`config.mk`:
```
export PLATFORM = sky130hd
export DESIGN_NAME = pipe_flow_ctrl
export DESIGN_NICKNAME = d
export VERILOG_FILES = /design/src/rtl/pipe_flow_pkg.sv /design/src/rtl/pipe_flow_ctrl_slot.sv /design/src/rtl/pipe_flow_ctrl.sv
export SDC_FILE = /design/constraint.sdc
export NUM_CORES = 1
export LEC_CHECK = 0
export ABC_CLOCK_PERIOD_IN_PS = 2950
export BUFFER_PORTS_ARGS = -buffer_cell sky130_fd_sc_hd__buf_2
export CORE_AREA = 2 2 43 45
export CTS_CLUSTER_SIZE = 14
export DETAILED_ROUTE_END_ITERATION = 12
export DIE_AREA = 0 0 45 47
export GPL_ROUTABILITY_DRIVEN = 1
export PLACE_DENSITY_LB_ADDON = 0.1
export SLEW_MARGIN = 20
export SYNTH_ARGS = -nofsm -noshare
export SYNTH_HDL_FRONTEND = slang
export SYNTH_SLANG_ARGS = --single-unit
export TNS_END_PERCENT = 1
```
`constraint.sdc`:
```
create_clock -name clk -period 2.95 [get_ports clk]
set_input_delay 0.295 -clock clk [delete_from_list [all_inputs] [get_ports clk]]
set_output_delay 0.295 -clock clk [all_outputs]
set_load 0.05 [all_outputs]
```
`src/rtl/pipe_flow_pkg.sv`:
```
// Shared types and defaults for the parametrised pipeline flow controller.
package pipe_flow_pkg;

  localparam int unsigned NUM_STAGES_DEF  = 5;
  localparam int unsigned FLUSH_STAGE_DEF = 2;
  localparam int unsigned MAX_STAGES      = 8;

  typedef logic [$clog2(NUM_STAGES_DEF)-1:0] stage_idx_t;
  typedef logic [MAX_STAGES-1:0]             stage_vec_t;

  // Stages at or younger than the branch-resolving stage are killed on a taken flush.
  function automatic logic in_flush_zone(input int unsigned s, input int unsigned fs);
    return s <= fs;
  endfunction

endpackage

```
`src/rtl/pipe_flow_ctrl_slot.sv`:
```
// One pipeline stage slot (stage >= 1): valid/done tracking and advance decision.
module pipe_stage_slot
  import pipe_flow_pkg::*;
(
  input  logic clk,
  input  logic rst,
  input  logic done_i,
  input  logic hold_i,
  input  logic fill_i,
  input  logic kill_i,
  input  logic down_rdy_i,
  output logic valid_o,
  output logic req_o,
  output logic adv_o,
  output logic rdy_o
);

  logic valid_q, valid_d;
  logic done_q, done_d;
  logic edone, adv;

  assign edone = done_i | done_q;
  assign adv   = valid_q & edone & ~hold_i & down_rdy_i;

  always_comb begin
    valid_d = valid_q;
    if (fill_i) begin
      valid_d = 1'b1;
    end else if (adv || kill_i) begin
      valid_d = 1'b0;
    end
    // A latched completion absorbs any further done pulses until the slot drains.
    done_d = done_q;
    if (adv || kill_i) begin
      done_d = 1'b0;
    end else if (valid_q && done_i) begin
      done_d = 1'b1;
    end
  end

  always_ff @(posedge clk or posedge rst) begin
    if (rst) begin
      valid_q <= 1'b0;
      done_q  <= 1'b0;
    end else begin
      valid_q <= valid_d;
      done_q  <= done_d;
    end
  end

  assign valid_o = valid_q;
  assign req_o   = valid_q & ~done_q;
  assign adv_o   = adv;
  assign rdy_o   = ~valid_q | adv;

endmodule

```
`src/rtl/pipe_flow_ctrl.sv`:
```
// Pipeline flow controller: per-stage valid tracking, load strobes, PC control,
// branch flush of younger stages and discard of a stale fetch response.
module pipe_flow_ctrl
  import pipe_flow_pkg::*;
#(
  parameter int unsigned NUM_STAGES  = NUM_STAGES_DEF,
  parameter int unsigned FLUSH_STAGE = FLUSH_STAGE_DEF
) (
  input  logic                  clk,
  input  logic                  rst,
  input  logic [NUM_STAGES-1:0] stage_done_i,
  input  logic [NUM_STAGES-1:0] stage_hold_i,
  input  logic                  flush_i,
  output logic [NUM_STAGES-1:0] stage_valid_o,
  output logic [NUM_STAGES-1:0] stage_req_o,
  output logic [NUM_STAGES-1:0] stage_load_o,
  output logic                  pc_load_o,
  output logic                  pc_redirect_o,
  output logic                  retire_o
);

  logic [NUM_STAGES-1:0] valid, req, adv, kill, load;
  logic valid0_q, valid0_d;
  logic done0_q, done0_d;
  logic discard_q, discard_d;
  logic edone0, ft, rdy1;

  assign edone0 = stage_done_i[0] | done0_q;
  assign adv[0] = valid0_q & edone0 & ~stage_hold_i[0] & rdy1;
  assign ft     = flush_i & adv[FLUSH_STAGE];

  always_comb begin
    kill = '0;
    load = '0;
    for (int unsigned s = 0; s < NUM_STAGES; s++) begin
      kill[s] = ft & in_flush_zone(s, FLUSH_STAGE);
      load[s] = adv[s] & ~(ft & (s < FLUSH_STAGE));
    end
    load[0] = load[0] & ~discard_q;
  end

  always_comb begin
    valid0_d = 1'b1;
    done0_d  = done0_q;
    if (adv[0] || kill[0]) begin
      done0_d = 1'b0;
    end else if (valid0_q && stage_done_i[0]) begin
      done0_d = 1'b1;
    end
    // A redirect while the fetch is still outstanding marks its response as stale.
    if (ft) begin
      discard_d = valid0_q & ~edone0;
    end else begin
      discard_d = discard_q & ~adv[0];
    end
  end

  always_ff @(posedge clk or posedge rst) begin
    if (rst) begin
      valid0_q  <= 1'b0;
      done0_q   <= 1'b0;
      discard_q <= 1'b0;
    end else begin
      valid0_q  <= valid0_d;
      done0_q   <= done0_d;
      discard_q <= discard_d;
    end
  end

  assign valid[0] = valid0_q;
  assign req[0]   = valid0_q & ~done0_q;
  assign rdy1     = g_slot[1].rdy_w;

  // Slots fill from the upstream load strobe (not raw advance) so a discarded
  // fetch never creates a valid entry; the ready chain runs through per-slot
  // nets to keep each link a distinct signal.
  for (genvar s = 1; s < NUM_STAGES; s++) begin : g_slot
    logic rdy_w, down_rdy_w, valid_w, req_w, adv_w;

    if (s == NUM_STAGES - 1) begin : g_tail
      assign down_rdy_w = 1'b1;
    end else begin : g_body
      assign down_rdy_w = g_slot[s+1].rdy_w;
    end

    pipe_stage_slot u_slot (
      .clk        (clk),
      .rst        (rst),
      .done_i     (stage_done_i[s]),
      .hold_i     (stage_hold_i[s]),
      .fill_i     (load[s-1]),
      .kill_i     (kill[s]),
      .down_rdy_i (down_rdy_w),
      .valid_o    (valid_w),
      .req_o      (req_w),
      .adv_o      (adv_w),
      .rdy_o      (rdy_w)
    );

    assign valid[s] = valid_w;
    assign req[s]   = req_w;
    assign adv[s]   = adv_w;
  end

  assign stage_valid_o = valid;
  assign stage_req_o   = req;
  assign stage_load_o  = load;
  assign pc_load_o     = ft | (adv[0] & ~discard_q);
  assign pc_redirect_o = ft;
  assign retire_o      = load[NUM_STAGES-1];

endmodule

```
==> flow_summary.toml <==
[status]
status = "complete, no violations"

[clock_tree]
hold_buffers = 0
cts_tree = "done"
post_cts_resized = 0
clkLatencyLatePin_ns = 0.27
cts_buffer_depth = 2
cts_setup_buffers = 0
htreeDepth = 1
clk_pin_slew_worst_paths_ns = 0.07
cts_sinks = 11
cts_root_buffer = "clkbuf_4"
numCtsBuffers = 3

[die]
die_w_um = 45
start_util_pct = 46.1
ios = 31
rows = 15
die_y_um = 47
dieArea_um2 = 2120
core_um2 = 1650

[global_routing]
grt-ovfl-total = 0
grt_usage_pct = 15.4
grt_pass1_vias = 577
grt_max_degree = 12
grt_pass1_wl_um = 2310
antenna_found_initial = 0

[setup_path]
cp.arrival_ns = 1.78
crit_fanout = 8
worstSetupEndpointType = "output pin"
worstSetupStartpointType = "flip-flop"
r2r_slack_ns = 1.59
r2r_end = "discard_q"
worstRegToRegCells = 5
worstPathRequired_ns = 2.65
timing.rr.start = "g_slot[4].u_slot.valid_o"
crit_type = "flip-flop to output pin"

[power]
p_leak_nw = 0.467
power.density_nw_per_um2 = 1230
vdd_drop_max_mv = 0.466
total_power_mw = 1.05

[timing]
setup_violations = 0
post-route-min-period_ns = 2.07
hold_slack_ns = 0.0189
finalHoldViolCount = 0
period_share_pct = 70.3
fin_skew_ns = 0.00346
tns_ns = 0
rsz0062_at_grt = "false"
fmax_ghz = 0.482
slew_violations = 0

[logic_synthesis]
synthTopCellsByArea = "dfrtp_1, buf_4, a21oi_1"
synth_nets = 101
synth_ff_type = "dfrtp_1"
synth_seq_cells = 11
synth_top_area_share_pct = 36.2
netlist_area_um2 = 761
synth_common_cells = "buf_4, dfrtp_1, a21oi_1, nand2_1, nor2_1"
synth_top_cell_by_area = "dfrtp_1"
yosysWarnings = 0
syn_area_per_cell_um2 = 8.64
synthArstFlopShare_pct = 100
synth_edf_count = 0
synthCells = 88
seq_area_frac_synth_pct = 36.2
synth_most_common_cell = "buf_4"
synthDistinctLibCells = 32

[placed_design]
hpwl_um = 1140
place_area_um2 = 827
numPortBuffers = 30
place_congestion = 0.838

[route]
drt_iter0_markers = 14
wl_per_cell_um = 11.1
via_per_inst = 4.97
ant_nets = 0
finalWirelength_um = 1390
vias = 621
drc_errors = 0
firstDrtPassIters = 4

[job]
maxCapViolations = 0

[final_layout]
antenna_cells = 0
area_growth_pct = 12.2
fin_nets = 122
final_area_um2 = 853
fillers = 158
fin_util_pct = 51.7
drive_gt1_share_pct = 43.5

[hold_path]
min_path_type = "input port to asynchronous set/reset pin"
cell families (layout without fill, tap and decap cells):
logic type | Yosys count | in the layout | synth area share [%]
AND/OR/NAND/NOR | 32 | 32 | 24.7
AO/OA/AOI/OAI | 23 | 23 | 21.4
buffers and inverters | 21 | 41 | 17.3
flip-flops | 11 | 11 | 36.2
other | 1 | 1 | 0.493
placed cells by master (no fill, tap or decap), drive strengths merged:
cell	n
a21oi	11
a22oi	1
a2bb2oi	1
and2	1
and3	1
buf	30
clkbuf	4
conb	1
dfrtp	11
inv	7
nand2	8
nand2b	3
nor2	8
nor2b	3
nor3	2
nor3b	1
nor4	1
o211a	1
o211ai	1
o21ai	4
o21bai	3
o22ai	1
or2	4
how the worst max path moves through the flow:
stage,startpoint,endpoint,slack [ns],cells after the start
6_report,g_slot[4].u_slot.valid_o,stage_load_o[1],0.88,6
2_1_floorplan,g_slot[4].u_slot.valid_o,pc_load_o,0.99,4
4_1_cts,g_slot[4].u_slot.valid_o,stage_load_o[1],0.86,6
3_5_place_dp,g_slot[4].u_slot.valid_o,stage_load_o[1],1.17,6
5_1_grt,g_slot[4].u_slot.valid_o,stage_load_o[1],0.77,6
3_3_place_gp,stage_hold_i[2],stage_load_o[1],1.17,7
routing by layer:
layer	vias to the layer above	track usage, %	wire length (µm)
li1	320	-	-
met1	278	19.3	661
met2	19	24.6	612
met3	4	3.46	81
met4	0	8.82	33
met5	-	0	0
flip-flops by register name, indices dropped and copies added (netlist names):
| name | flops |
|---|---|
| g_slot.u_slot.done_q | 4 |
| g_slot.u_slot.valid_o | 4 |
| discard_q | 1 |
| done0_q | 1 |
| valid0_q | 1 |
critical path: stages, from the launching register on:
cell      delay [ns]
dfrtp_1         0.46
and2_4          0.20
a22oi_4         0.26
nand2b_4        0.10
nand2_1         0.09
and3_1          0.15
buf_2           0.25
final cells by class:
type                            instances  area [µm²]  share of cell area [%]
Clock buffer                            4        26.3                    3.08
Timing Repair Buffer                   30         150                    17.6
Inverter                                7        26.3                    3.08
Tap cell                               17        21.3                    2.49
Multi-Input combinational cell         56         354                    41.5
Sequential cell                        11         275                    32.3
per-stage QoR:
step | worst slack [ns] | std cells
after floorplan | 0.993 | 88
after global placement | 1.17 | 121
after detailed placement | 1.17 | 121
after CTS | 0.856 | 125
after global routing | 0.767 | 125
final | 0.876 | 125
where the power goes:
group          leakage, nW  switching, mW  internal [mW]
Sequential           0.127         0.0771          0.216
Combinational        0.325          0.475          0.176
Clock               0.0150         0.0527         0.0523
Total                0.467          0.605          0.444
Note: power is estimated with default switching activity, not from simulation.
